==> src/rtl/memory_line_bridge_pkg.sv <==
// Shared types and helpers for the cache-line to word-beat memory bridge.
package memory_line_bridge_pkg;

  typedef enum logic [1:0] {
    BRIDGE_IDLE,
    BRIDGE_WRITE,
    BRIDGE_READ,
    BRIDGE_DONE
  } bridge_state_t;

  // Number of backing-bus beats that make up one cache line.
  function automatic int beat_count(input int line_size, input int beat_size);
    return line_size / beat_size;
  endfunction

endpackage

==> src/rtl/memory_interface.sv <==
// Cache-line request/response channel between the arbiter (initiator) and memory (responder).
interface memory_interface #(
  parameter int LINE_SIZE = 256,
  parameter int ADDR_SIZE = 32
) ();

  logic [ADDR_SIZE-1:0] addr;
  logic                 write;
  logic                 valid;
  logic [LINE_SIZE-1:0] wr_data;
  logic [LINE_SIZE-1:0] rd_data;
  logic                 ready;

  modport responder (
    input  addr, write, valid, wr_data,
    output rd_data, ready
  );

  modport initiator (
    output addr, write, valid, wr_data,
    input  rd_data, ready
  );

endinterface

==> src/rtl/line_beat_buffer.sv <==
// One cache line of storage viewed as BEATS words: full-line load, single-beat write, beat read mux.
module line_beat_buffer #(
  parameter int LINE_SIZE = 256,
  parameter int BEAT_SIZE = 32,
  parameter int IDX_W     = 4
) (
  input  logic                 clk_i,
  input  logic                 reset_i,
  input  logic                 load_i,
  input  logic [LINE_SIZE-1:0] line_i,
  input  logic                 wr_en_i,
  input  logic [IDX_W-1:0]     wr_idx_i,
  input  logic [BEAT_SIZE-1:0] wr_data_i,
  input  logic [IDX_W-1:0]     rd_idx_i,
  output logic [BEAT_SIZE-1:0] rd_beat_o,
  output logic [LINE_SIZE-1:0] line_o
);

  localparam int BEATS = LINE_SIZE / BEAT_SIZE;

  logic [BEATS-1:0][BEAT_SIZE-1:0] line_q, line_d;

  // Indices at or beyond BEATS select nothing; the counters reach BEATS on the final beat.
  always_comb begin
    line_d = line_q;
    if (load_i) begin
      line_d = line_i;
    end else if (wr_en_i) begin
      for (int b = 0; b < BEATS; b++) begin
        if (wr_idx_i == IDX_W'(b)) line_d[b] = wr_data_i;
      end
    end
  end

  always_comb begin
    rd_beat_o = '0;
    for (int b = 0; b < BEATS; b++) begin
      if (rd_idx_i == IDX_W'(b)) rd_beat_o = line_q[b];
    end
  end

  always_ff @(posedge clk_i or negedge reset_i) begin
    if (!reset_i) line_q <= '0;
    else          line_q <= line_d;
  end

  assign line_o = line_q;

endmodule

==> src/rtl/memory_line_bridge.sv <==
// Responder for cache-line requests: splits each line into word beats on a req/gnt bus
// with pipelined, in-order read returns, and reassembles read beats into the line.
module memory_line_bridge
  import memory_line_bridge_pkg::*;
#(
  parameter int LINE_SIZE = 256,
  parameter int ADDR_SIZE = 32,
  parameter int BEAT_SIZE = 32
) (
  input  logic                 clk_i,
  input  logic                 reset_i,
  memory_interface.responder   memory_bus,
  output logic                 ext_req_o,
  output logic                 ext_we_o,
  output logic [ADDR_SIZE-1:0] ext_addr_o,
  output logic [BEAT_SIZE-1:0] ext_wdata_o,
  input  logic                 ext_gnt_i,
  input  logic                 ext_rvalid_i,
  input  logic [BEAT_SIZE-1:0] ext_rdata_i
);

  localparam int BEATS      = beat_count(LINE_SIZE, BEAT_SIZE);
  localparam int BEAT_BYTES = BEAT_SIZE / 8;
  localparam int LINE_BYTES = LINE_SIZE / 8;
  localparam int CNT_W      = $clog2(BEATS) + 1;

  localparam logic [CNT_W-1:0]     CNT_LAST = CNT_W'(BEATS - 1);
  localparam logic [CNT_W-1:0]     CNT_FULL = CNT_W'(BEATS);
  localparam logic [ADDR_SIZE-1:0] OFF_MASK = ADDR_SIZE'(LINE_BYTES - 1);

  bridge_state_t        state_q, state_d;
  logic [ADDR_SIZE-1:0] base_q, base_d;
  logic [CNT_W-1:0]     issue_cnt_q, issue_cnt_d;
  logic [CNT_W-1:0]     recv_cnt_q, recv_cnt_d;

  logic                 buf_load;
  logic                 buf_wr_en;
  logic [BEAT_SIZE-1:0] buf_beat;
  logic [LINE_SIZE-1:0] buf_line;
  logic                 req;

  line_beat_buffer #(
    .LINE_SIZE (LINE_SIZE),
    .BEAT_SIZE (BEAT_SIZE),
    .IDX_W     (CNT_W)
  ) u_buf (
    .clk_i     (clk_i),
    .reset_i   (reset_i),
    .load_i    (buf_load),
    .line_i    (memory_bus.wr_data),
    .wr_en_i   (buf_wr_en),
    .wr_idx_i  (recv_cnt_q),
    .wr_data_i (ext_rdata_i),
    .rd_idx_i  (issue_cnt_q),
    .rd_beat_o (buf_beat),
    .line_o    (buf_line)
  );

  always_comb begin
    state_d     = state_q;
    base_d      = base_q;
    issue_cnt_d = issue_cnt_q;
    recv_cnt_d  = recv_cnt_q;
    buf_load    = 1'b0;
    buf_wr_en   = 1'b0;
    case (state_q)
      BRIDGE_IDLE: begin
        if (memory_bus.valid) begin
          buf_load    = 1'b1;
          base_d      = memory_bus.addr & ~OFF_MASK;
          issue_cnt_d = '0;
          recv_cnt_d  = '0;
          state_d     = memory_bus.write ? BRIDGE_WRITE : BRIDGE_READ;
        end
      end
      BRIDGE_WRITE: begin
        if (ext_gnt_i) begin
          issue_cnt_d = issue_cnt_q + CNT_W'(1);
          if (issue_cnt_q == CNT_LAST) state_d = BRIDGE_DONE;
        end
      end
      BRIDGE_READ: begin
        // Issue and return run independently; completion is driven by the last return only.
        if (issue_cnt_q < CNT_FULL && ext_gnt_i) issue_cnt_d = issue_cnt_q + CNT_W'(1);
        if (ext_rvalid_i) begin
          buf_wr_en  = 1'b1;
          recv_cnt_d = recv_cnt_q + CNT_W'(1);
          if (recv_cnt_q == CNT_LAST) state_d = BRIDGE_DONE;
        end
      end
      BRIDGE_DONE: state_d = BRIDGE_IDLE;
      default:     state_d = BRIDGE_IDLE;
    endcase
  end

  always_ff @(posedge clk_i or negedge reset_i) begin
    if (!reset_i) begin
      state_q     <= BRIDGE_IDLE;
      base_q      <= '0;
      issue_cnt_q <= '0;
      recv_cnt_q  <= '0;
    end else begin
      state_q     <= state_d;
      base_q      <= base_d;
      issue_cnt_q <= issue_cnt_d;
      recv_cnt_q  <= recv_cnt_d;
    end
  end

  // Outputs decode registered state only, so they hold steady while gnt is low.
  always_comb begin
    req         = (state_q == BRIDGE_WRITE) ||
                  (state_q == BRIDGE_READ && issue_cnt_q < CNT_FULL);
    ext_req_o   = req;
    ext_we_o    = (state_q == BRIDGE_WRITE);
    ext_addr_o  = req ? base_q + ADDR_SIZE'(issue_cnt_q) * ADDR_SIZE'(BEAT_BYTES) : '0;
    ext_wdata_o = (state_q == BRIDGE_WRITE) ? buf_beat : '0;
  end

  assign memory_bus.ready   = (state_q == BRIDGE_DONE);
  assign memory_bus.rd_data = buf_line;

endmodule
==> src/flat_wrapper.sv <==
// flat-port wrapper written by rule: the top's interface ports become plain ports
module memory_line_bridge_flat import memory_line_bridge_pkg::*;
#(
  parameter int LINE_SIZE = 256,
  parameter int ADDR_SIZE = 32,
  parameter int BEAT_SIZE = 32
)
  (clk_i, reset_i, ext_req_o, ext_we_o, ext_addr_o, ext_wdata_o, ext_gnt_i, ext_rvalid_i, ext_rdata_i, memory_bus_addr, memory_bus_write, memory_bus_valid, memory_bus_wr_data, memory_bus_rd_data, memory_bus_ready);
  memory_interface #(.LINE_SIZE(LINE_SIZE), .ADDR_SIZE(ADDR_SIZE)) memory_bus_i ();
  input  logic clk_i;
  input  logic reset_i;
  output logic ext_req_o;
  output logic ext_we_o;
  output logic [ADDR_SIZE-1:0] ext_addr_o;
  output logic [BEAT_SIZE-1:0] ext_wdata_o;
  input  logic ext_gnt_i;
  input  logic ext_rvalid_i;
  input  logic [BEAT_SIZE-1:0] ext_rdata_i;
  input wire logic [$bits(memory_bus_i.addr)-1:0] memory_bus_addr;
  input wire logic [$bits(memory_bus_i.write)-1:0] memory_bus_write;
  input wire logic [$bits(memory_bus_i.valid)-1:0] memory_bus_valid;
  input wire logic [$bits(memory_bus_i.wr_data)-1:0] memory_bus_wr_data;
  output wire logic [$bits(memory_bus_i.rd_data)-1:0] memory_bus_rd_data;
  output wire logic [$bits(memory_bus_i.ready)-1:0] memory_bus_ready;
  assign memory_bus_i.addr = memory_bus_addr;
  assign memory_bus_i.write = memory_bus_write;
  assign memory_bus_i.valid = memory_bus_valid;
  assign memory_bus_i.wr_data = memory_bus_wr_data;
  assign memory_bus_rd_data = memory_bus_i.rd_data;
  assign memory_bus_ready = memory_bus_i.ready;
  memory_line_bridge #(.LINE_SIZE(LINE_SIZE), .ADDR_SIZE(ADDR_SIZE), .BEAT_SIZE(BEAT_SIZE)) u_core (.clk_i(clk_i), .reset_i(reset_i), .memory_bus(memory_bus_i), .ext_req_o(ext_req_o), .ext_we_o(ext_we_o), .ext_addr_o(ext_addr_o), .ext_wdata_o(ext_wdata_o), .ext_gnt_i(ext_gnt_i), .ext_rvalid_i(ext_rvalid_i), .ext_rdata_i(ext_rdata_i));
endmodule
==> config.mk <==
export PLATFORM = sky130hd
export DESIGN_NAME = memory_line_bridge_flat
export DESIGN_NICKNAME = d
export VERILOG_FILES = /design/src/rtl/memory_line_bridge_pkg.sv /design/src/rtl/memory_interface.sv /design/src/rtl/line_beat_buffer.sv /design/src/rtl/memory_line_bridge.sv /design/src/flat_wrapper.sv
export SDC_FILE = /design/constraint.sdc
export NUM_CORES = 1
export LEC_CHECK = 0
export ABC_AREA = 1
export BUFFER_PORTS_ARGS = -buffer_cell sky130_fd_sc_hd__buf_2
export CORE_AREA = 2 2 256 258
export DETAILED_ROUTE_END_ITERATION = 8
export DIE_AREA = 0 0 258 260
export PLACE_DENSITY_LB_ADDON = 0.3
export SETUP_SLACK_MARGIN = 0.3
export SYNTH_ARGS = -nofsm -noshare
export SYNTH_HDL_FRONTEND = slang
export SYNTH_SLANG_ARGS = --single-unit
==> constraint.sdc <==
create_clock -name clk_i -period 2.3 [get_ports clk_i]
set_input_delay 0.115 -clock clk_i [delete_from_list [all_inputs] [get_ports clk_i]]
set_output_delay 0.115 -clock clk_i [all_outputs]
set_load 0.03 [all_outputs]
==> summary.txt, run 1 <==
Run status
  • Outcome: finished, violations left
  • Failing checks: setup timing

CTS
  • Clock latency on the worst-skew pair: 0.56 ns
  • Worst-path clk slew: 0.07 ns
  • Htree depth: 2
  • Max Buffers Root-to-Sink: 3
  • Clk sink count: 293
  • CTS root buf: clkbuf_16
  • CTS tree: yes
  • TritonCTS Buffers: 37

Timing
  • Worst clock skew: 0.02229 ns
  • Fmax: 394.0 MHz
  • Final worst-path cycle share: 110.3%
  • Fin. max-slew vios: 0
  • RSZ-0062 raised after global routing: yes
  • Worst setup margin: -0.2380 ns
  • Worst Max-Slew Pin Slew: 0.7586 ns
  • Slew HR: 49.42%
  • Final Hold Fails: 0
  • Final setup viols: 55
  • Post-layout min period: 2.538 ns

Yosys
  • Flops & latches, synth: 293
  • Largest cells by area after synthesis: dfrtp_1 (44%), nand2_1 (18%), o211ai_1 (10%), inv_1 (4.6%), nand3_1 (4.6%)
  • Unique masters post-synth: 35
  • Area leader, netlist: dfrtp_1
  • Top FF cell, synth: dfrtp_1
  • Post-synth EDFFs: 0
  • Gate Count Post-Synth: 2,311
  • Avg Inst Size Synth: 7.281 um2
  • YS warnings: 0
  • Seq/Total Area, Yosys: 43.57%
  • Top cell type's share of synthesized area: 43.57%
  • Post-Syn Area: 16,830 um2
  • Asr flop ratio synth: 100.0%

Drt
  • Vias per std cell: 5.134
  • DR pass1 iterations: 6
  • Final ANT Viol Nets: 0
  • WL/cell: 24.82 um
  • Drc violations: 0
  • Drt total wl: 105,600 um
  • Routed via count: 21,836
  • Initial DRC count: 2,378

Setup path
  • Critical Path Sink Type: output port
  • WS Path Type: reg2out
  • CP Data Arrival Time: 2.42 ns
  • Crit path required time: 2.18 ns
  • Largest fanout on the critical path: 6
  • CP startpoint kind: flop

Power
  • Maximum VDD drop: 0.0008084 V
  • Cell Pwr Density: 1425 nW/um2
  • Pwr Total: 43.52 mW
  • P_leak: 14.47 nW

Cells and area
  • Layout cells sized above 1: 39.06%
  • Register area: 7343 um2
  • Final instance area: 30,530 um2
  • Area Overhead vs Synth: 81.42%
  • Final layout net count: 3,707
  • Area of the multi-input gates: 9657 um2
  • Fillers: 6,075

Die
  • Die area: 67,080 um2
  • DIE WIDTH: 258 um
  • Row count: 93
  • Die height: 260 um
  • Core ar.: 64,120 um2
  • Initial Util: 26.25%
  • I/O pin count: 649

Placed design
  • DP HPWL: 61,350 um
  • Gp weighted congestion: 0.8867
  • Placed Area: 21,710 um2
  • # port buffers: 641

Global routing
  • Vias in the first global route: 20,569
  • Largest net degree at the start of global routing: 121
  • Initial antenna violation count: 5
  • GR Util All Layers: 27.21%
  • First-pass GRT wire length: 135,600 um
  • Gr ovfl total: 0

Hold path
  • Hold Crit Class: in2reg

Run
  • Max-cap violations: 0
==> cell usage after synthesis, types with 14 or more instances <==
cell type	instances
a31oi_1	28
ha_1	14
o21ai_0	96
nand3_1	155
a21oi_1	44
nor2_1	183
clkbuf_1	52
buf_2	74
o211ai_1	227
inv_1	208
dfrtp_1	293
nand3b_1	32
nand2_1	825
==> power breakdown <==
part | total (mW) | switching, mW | internal, mW
combinational | 26.6 | 17.0 | 9.64
clock | 6.30 | 2.53 | 3.77
sequential | 10.6 | 2.89 | 7.69
==> worst max-delay path, stage by stage, from the launching register on <==
cell	delay (ns)
dfrtp_2	0.47
ha_4	0.24
buf_12	0.16
buf_16	0.16
nor2_4	0.11
nand3_2	0.06
nand3_2	0.07
nand2_2	0.07
nand3_2	0.06
nand2_2	0.07
a21oi_4	0.21
buf_6	0.16
==> flip-flops by register name, summed over array words and instances (netlist names) <==
| name | flops |
|---|---|
| u_core.base_q | 27 |
| u_core.recv_cnt_q | 4 |
| u_core.state_q | 2 |
| u_core.u_buf.line_o | 256 |
| u_core.issue_cnt_q | 4 |
==> per-stage QoR <==
step	TNS [ns]	hold WS [ns]	setup slack [ns]	cells	util [%]
floorplan	0	-0.1806	0.07349	2312	-
global placement	0	0.1828	0.08362	3750	33.86
detailed placement	0	0.1771	0.004813	3750	33.86
CTS	-6.755	0.01275	-0.2594	4169	43.74
global route	-12.58	0.003217	-0.3121	4252	47.61
finish	-7.901	0.01585	-0.2380	4253	47.61
==> what timing repair did <==
| action | in CTS | in global routing |
|---|---|---|
| setup buffers | 47 | 41 |
| pin swaps | 49 | 134 |
| setup endpoints to repair | 184 | 229 |
| gates resized for setup | 374 | 326 |
| hold buffers | 286 | 6 |
| hold endpoints to repair | 340 | 46 |
| gates cloned | 19 | 34 |
==> worst paths after layout <==
kind	from	to	slack [ns]	cells after the start
setup / recovery	u_core.issue_cnt_q[0]	ext_wdata_o[9]	-0.24	11
hold / removal	ext_rdata_i[23]	u_core.u_buf.line_o[119]	0.02	3
max in group asynchronous	reset_i	u_core.u_buf.line_o[182]	1.37	3
min in group asynchronous	reset_i	u_core.u_buf.line_o[200]	0.17	2
setup reg to reg	u_core.state_q[1]	u_core.u_buf.line_o[219]	0.03	11
hold reg to reg	u_core.u_buf.line_o[231]	u_core.u_buf.line_o[231]	0.52	2
==> kinds of logic after synthesis <==
family                   synth area share [%]
AND/OR/NAND/NOR                         29.28
AO/OA/AOI/OAI                           16.39
buffers and inverters                   9.332
flip-flops                              43.57
adder cells (fa/ha/maj)                 1.041
XOR/XNOR                               0.3643
other                                 0.02229
==> area by class of cell <==
type / instances / area share (%)
antenna: 3 / 0.02459
clock buffer: 56 / 3.734
clock inverter: 11 / 0.4918
inverter: 217 / 2.873
multi-input combinational: 1652 / 31.63
sequential: 293 / 24.05
tap: 855 / 3.504
timing repair buffer: 1166 / 33.69
==> routing by layer <==
layer,up-vias,track usage [%],share of wire [%]
met1,10457,33.18,38
met4,2,10.55,4.1
met5,-,0,0.0076
met2,1381,47.74,49
li1,9731,-,-
met3,265,4.698,8.6
==> cell usage in the layout, fill, tap and decap left out, types with 5 or more instances in the layout <==
master / count
buf_2: 577
clkbuf_8: 10
buf_12: 64
dlygate4sd3_1: 292
dfrtp_1: 284
nor2_4: 32
nand3_1: 95
nand3b_1: 32
nand2_2: 94
inv_1: 190
nand3_4: 7
inv_2: 16
nand2_4: 28
nor2_1: 122
a31oi_4: 6
dfrtp_2: 9
o21ai_1: 5
o211ai_1: 227
ha_1: 5
a31oi_1: 28
buf_8: 11
nor2_2: 34
inv_4: 6
buf_16: 25
nand4_1: 5
clkbuf_1: 7
buf_6: 101
clkbuf_16: 65
ha_4: 9
nand3_2: 54
o21ai_2: 33
a21oi_2: 37
buf_4: 69
nand2_1: 701
o21ai_0: 59
Power figures use the tool's default switching activity.
==> run 2, diff against run 1 <==
--- a/config.mk
+++ b/config.mk
@@ -6,7 +6,7 @@
 export NUM_CORES = 1
 export LEC_CHECK = 0
 export ABC_AREA = 1
-export BUFFER_PORTS_ARGS = -buffer_cell sky130_fd_sc_hd__buf_2
+export BUFFER_PORTS_ARGS = -buffer_cell sky130_fd_sc_hd__buf_4
 export CORE_AREA = 2 2 256 258
 export DETAILED_ROUTE_END_ITERATION = 8
 export DIE_AREA = 0 0 258 260
==> run 2 against run 1 <==
  * Clock-buffer cell count down 2
  * Critical endpoint is now ext_addr_o[28]
  * Sequential share of layout area up 0.36 points
  * Global-route usage down 0.73 points
  * First-iteration DRC count down 17%
  * The run still ends with setup timing left
  * Maximum frequency up 3.0%
  * Utilization down 0.72 points
  * Largest cell class unchanged
  * Register-to-register slack better by 0.30 ns
  * Clock power down 7.5%
  * Setup slack better by 0.075 ns
  * Via count down 3.2%
  * Flip-flop and latch count unchanged
==> summary.txt, run 2 (synthesis results as in run 1) <==
Drt
  • Drc violations: 0
  • Routed via count: 21,129
  • DR pass1 iterations: 6
  • Drt total wl: 97,680 um
  • Vias per std cell: 5.066
  • Initial DRC count: 1,971
  • WL/cell: 23.42 um
  • Final ANT Viol Nets: 0

Placed design
  • # port buffers: 641
  • Gp weighted congestion: 0.9043
  • DP HPWL: 62,700 um

Timing
  • WHS: 0.01178 ns
  • RSZ-0062 raised after global routing: yes
  • Total Neg Setup Slack: -4.508 ns
  • Worst clock skew: 0.01455 ns
  • Slew HR: 48.64%
  • Fin. max-slew vios: 0
  • Worst setup margin: -0.1631 ns
  • Fmax: 406.0 MHz
  • Post-layout min period: 2.463 ns
  • Final Hold Fails: 0
  • Worst Max-Slew Pin Slew: 0.7704 ns
  • Final worst-path cycle share: 107.1%
  • Final setup viols: 50

Die
  • Die area: 67,080 um2
  • Row count: 93
  • Core ar.: 64,120 um2
  • I/O pin count: 649
  • DIE WIDTH: 258 um
  • Initial Util: 26.25%
  • Die height: 260 um

Cells and area
  • Layout cells sized above 1: 35.29%
  • Final layout net count: 3,635
  • Commonest non-fill, non-tap cell in the layout: nand2_1
  • Commonest non-fill, non-tap cells in the layout: nand2_1 (725), buf_4 (639), dlygate4sd3_1 (292)
  • Fillers: 6,214
  • Max reg flops: 256
  • Area Overhead vs Synth: 78.67%

Setup path
  • Critical Path Sink Type: output port
  • CP Data Arrival Time: 2.35 ns
  • CP startpoint kind: flop
  • Cells on worst reg2reg path: 11
  • Critical Path Start: u_core.issue_cnt_q[3]
  • Flop2flop setup slack: 0.33 ns
  • Crit path required time: 2.18 ns
  • Crit Reg-Reg Endpoint: u_core.u_buf.line_o[158]
  • Largest fanout on the critical path: 4
  • Worst R2R Start: u_core.state_q[0]
  • WS Path Type: reg2out
  • Crit path to: ext_addr_o[28]

Power
  • P_leak: 13.97 nW
  • Pwr Total: 42.38 mW
  • Maximum VDD drop: 0.0007643 V
  • Cell Pwr Density: 1409 nW/um2

Run status
  • Failing checks: setup timing
  • Outcome: finished, violations left

CTS
  • CTS root buf: clkbuf_16
  • CTS tree: yes
  • TritonCTS Buffers: 37
  • Max Buffers Root-to-Sink: 3
  • Htree depth: 2
  • Clk sink count: 293
  • Worst-path clk slew: 0.06 ns
  • Clock latency on the worst-skew pair: 0.55 ns

Global routing
  • Gr ovfl total: 0
  • Initial antenna violation count: 2
  • First-pass GRT wire length: 132,900 um
  • Largest net degree at the start of global routing: 111
  • Vias in the first global route: 20,346
  • GR Util All Layers: 26.48%

Hold path
  • Hold wc startpoint: ext_rdata_i[23]
  • Hold Crit Class: in2reg

Run
  • Max-cap violations: 0
run 2: changes by cell type in the layout (fill, tap and decap cells not counted), moves of 16 or more:
cell and change:
buf_12 -20, buf_2 -577, buf_4 +570, clkbuf_16 -16
nand2_1 +24, nand3_1 +24, nand3_2 -24, o21ai_2 -22
run 2: final cells by class:
cell class	instances	area (um2)	area share (%)
clock buffer	54	1080	3.591
tap	855	1070	3.558
sequential	293	7340	24.41
multi-input combinational	1651	9275	30.85
inverter	217	875.8	2.913
timing repair buffer	1095	10350	34.42
clock inverter	5	75.07	0.2497
antenna	1	2.502	0.008323
run 2: worst min-delay path by stage:
stage	endpoint	cells past startpoint
final	u_core.u_buf.line_o[119]	3
after global routing	u_core.u_buf.line_o[119]	3
after CTS	u_core.state_q[1]	5
after detailed placement	u_core.u_buf.line_o[200]	1
after global placement	u_core.u_buf.line_o[106]	1
after floorplan	u_core.base_q[10]	0
run 2: timing repair:
action	in CTS	in global routing
pin swaps	46	71
gates resized for setup	264	231
endpoints found under the hold margin	346	14
setup buffers	28	30
setup endpoints to repair	100	249
hold buffers	285	7
gates cloned	8	14
run 2: where the power goes:
group | total, mW | internal, mW | switching (mW) | leakage (nW)
registers | 10.6 | 7.69 | 2.87 | 3.57
clock network | 5.83 | 3.44 | 2.39 | 0.570
logic | 26.0 | 9.85 | 16.1 | 9.83
total | 42.4 | 21.0 | 21.4 | 14.0
run 2: critical path: stages, from the launching register on:
cell     delay (ns)
dfrtp_2        0.48
ha_4           0.21
buf_6          0.12
buf_12         0.11
nand3_4        0.11
nor2_4         0.07
buf_6          0.14
buf_6          0.12
nand2_2        0.06
nor2_2         0.04
nor3_2         0.17
buf_4          0.19
run 2: per-stage QoR:
step	instance area [um2]	cells	worst slack [ns]	utilization [%]
CTS	28660	4119	-0.1868	44.69
detailed placement	23240	3739	0.1401	36.25
global route	30070	4171	-0.2702	46.89
floorplan	17000	2312	0.07349	-
finish	30070	4171	-0.1631	46.89
global placement	23240	3739	0.1592	36.25
run 2: metal layers:
layer	wire, um	up-vias	global-route usage [%]
li1	-	9563	-
met4	5024	0	11.61
met5	0	-	0
met1	37860	10185	32.37
met3	7537	243	4.347
met2	47260	1138	45.92
==> run 3, diff against run 2 <==
--- a/config.mk
+++ b/config.mk
@@ -11,6 +11,7 @@
 export DETAILED_ROUTE_END_ITERATION = 8
 export DIE_AREA = 0 0 258 260
 export PLACE_DENSITY_LB_ADDON = 0.3
+export REMOVE_ABC_BUFFERS = 1
 export SETUP_SLACK_MARGIN = 0.3
 export SYNTH_ARGS = -nofsm -noshare
 export SYNTH_HDL_FRONTEND = slang
==> run 3 against run 2 <==
  * Critical path depth is 1 higher
  * First-iteration DRC count is 0.91% lower
  * Flip-flop and latch count stayed put
  * Non-clock buffer count is 65 higher
  * The run ends with hold timing, setup timing left
==> summary.txt, run 3 (synthesis results as in run 1) <==
CTS
  • Clock latency on the worst-skew pair: 0.57 ns
  • TritonCTS Buffers: 39
  • CTS root buf: clkbuf_16
  • Worst-path clk slew: 0.06 ns
  • Clk sink count: 293
  • Htree depth: 2
  • CTS tree: yes
  • Max Buffers Root-to-Sink: 3

Global routing
  • Initial antenna violation count: 6
  • Gr ovfl total: 0
  • Vias in the first global route: 20,850
  • First-pass GRT wire length: 134,600 um
  • Largest net degree at the start of global routing: 78
  • GR Util All Layers: 26.74%

Cells and area
  • Layout cells sized above 1: 35.69%
  • Commonest non-fill, non-tap cells in the layout: nand2_1 (753), buf_4 (680), dlygate4sd3_1 (304)
  • Area Overhead vs Synth: 83.73%
  • Final layout net count: 3,704
  • Non-Filler Instances: 4,247
  • Max reg flops: 256
  • Final Util: 48.22%
  • Commonest non-fill, non-tap cell in the layout: nand2_1
  • Fillers: 6,087

Setup path
  • CP startpoint kind: flop
  • Slowest CP cell: dfrtp_2
  • Largest fanout on the critical path: 18
  • Crit path required time: 2.18 ns
  • CP max stage delay: 0.45 ns
  • CP Data Arrival Time: 2.47 ns
  • Worst path cell trace: nor2_4 > buf_12 > buf_6 > nand2_2 > buf_12 > nand3_2 > nand2_2 > nand3_2 > nand2_2 > a21oi_4 > buf_6 > buf_6
  • WS Path Type: reg2out
  • Critical Path Sink Type: output port

Run status
  • Outcome: finished, violations left
  • Failing checks: hold timing, setup timing

Drt
  • Final ANT Viol Nets: 0
  • DR pass1 iterations: 6
  • Drt total wl: 98,050 um
  • Routed via count: 21,454
  • Initial DRC count: 1,953
  • Drc violations: 0
  • WL/cell: 23.09 um
  • Vias per std cell: 5.052

Timing
  • Final worst-path cycle share: 112.6%
  • Worst clock skew: 0.01449 ns
  • Slew HR: 57.42%
  • Worst setup margin: -0.2888 ns
  • WHS: -0.01425 ns
  • RSZ-0062 raised after global routing: yes
  • Worst Max-Slew Pin Slew: 0.6388 ns
  • Final setup viols: 52
  • Post-layout min period: 2.589 ns
  • Fin. max-slew vios: 0
  • Final Hold Fails: 9
  • Fmax: 386.3 MHz

Power
  • Switching share of power: 49.26%
  • Int Pwr: 21.91 mW
  • Sequential share of power: 23.4%
  • Cell Pwr Density: 1397 nW/um2
  • Maximum VDD drop: 0.0009478 V
  • Switching Power: 21.27 mW
  • Clock Power Share: 15.1%
  • P_leak: 14.53 nW
  • Gate power share: 61.5%

Die
  • Core ar.: 64,120 um2
  • Die height: 260 um
  • Die area: 67,080 um2
  • I/O pin count: 649
  • Row count: 93
  • Initial Util: 26.25%
  • DIE WIDTH: 258 um

Hold path
  • Hold Crit Class: in2reg

Placed design
  • Gp weighted congestion: 0.8985
  • # port buffers: 641
  • DP HPWL: 60,940 um
  • Placed Cells: 3,751

Run
  • Max-cap violations: 0
run 3: changes by cell type in the layout (fill, tap and decap cells not counted), sizes merged:
cell,previous run,this run
diode,1,2
clkinv,5,10
dlygate4sd3,292,304
bufinv,2,5
clkbuf,68,69
inv,214,216
buf,788,840
clkinvlp,1,2
bufbuf,1,0
run 3: stage by stage:
stage | setup TNS (ns) | worst slack [ns] | hold slack [ns] | power [mW] | area [um2]
after detailed placement | -0.02501 | -0.02501 | 0.1317 | 31.75 | 23140
after global placement | -0.01286 | -0.01286 | 0.1317 | 31.58 | 23140
final | -7.598 | -0.2888 | -0.01425 | 43.18 | 30920
after global routing | -12.38 | -0.3412 | -0.005492 | 45.44 | 30910
after floorplan | -485.92 | -1.758 | -0.1806 | 21.86 | 16080
after CTS | -6.689 | -0.2424 | 0.003648 | 41.09 | 29330
run 3: worst paths after layout:
kind	start	to	slack [ns]	cells past startpoint
hold reg to reg	u_core.recv_cnt_q[2]	u_core.recv_cnt_q[2]	0.52	1
setup reg to reg	u_core.state_q[0]	u_core.u_buf.line_o[159]	0.33	10
hold / removal	ext_rdata_i[0]	u_core.u_buf.line_o[192]	-0.01	3
setup / recovery	u_core.issue_cnt_q[3]	ext_wdata_o[14]	-0.29	12
min in group asynchronous	reset_i	u_core.base_q[6]	0.13	2
max in group asynchronous	reset_i	u_core.issue_cnt_q[0]	1.39	3
run 3: power by group through the flow:
stage	clock network [mW]	logic, mW	registers, mW
5_1_grt	6.84	28.2	10.4
4_1_cts	6.61	24.5	9.99
3_5_place_dp	0	21.7	10.0
3_3_place_gp	0	21.6	9.99
6_report	6.52	26.5	10.1
2_1_floorplan	0	8.11	13.8
run 3: final cells by class:
cell class	instances	area [um2]	area share [%]
diodes	2	5.005	0.01619
clock buffers	53	1131	3.658
clock inverters	14	203.9	0.6597
inverters	217	875.8	2.833
multi-input cells	1651	9168	29.65
flip-flops and latches	293	7346	23.76
well taps	855	1070	3.460
repair buffers	1160	11090	35.87
repair inverters	2	27.53	0.08903
run 3: metal layers:
layer	vias up	global-route usage [%]	part of all wire, %
met1	10313	33.72	40
met5	-	0	0.038
li1	9721	-	-
met4	6	10.85	4.6
met3	256	5.409	9.1
met2	1158	44.71	47
run 3: repair_timing:
action | CTS | global route
hold buffers | 290 | 14
buffers inserted | 51 | 36
endpoints found under the hold margin | 392 | 39
pin swaps | 65 | 102
resized for setup | 311 | 185
cloned | 15 | 21
endpoints found under the setup margin | 317 | 283
run 3: critical path, delay by kind of cell (launching register included):
family	cells	cell delay [ns]
flops	1	0.45
buf+inv	5	0.65
compound gates	1	0.18
simple gates	6	0.61
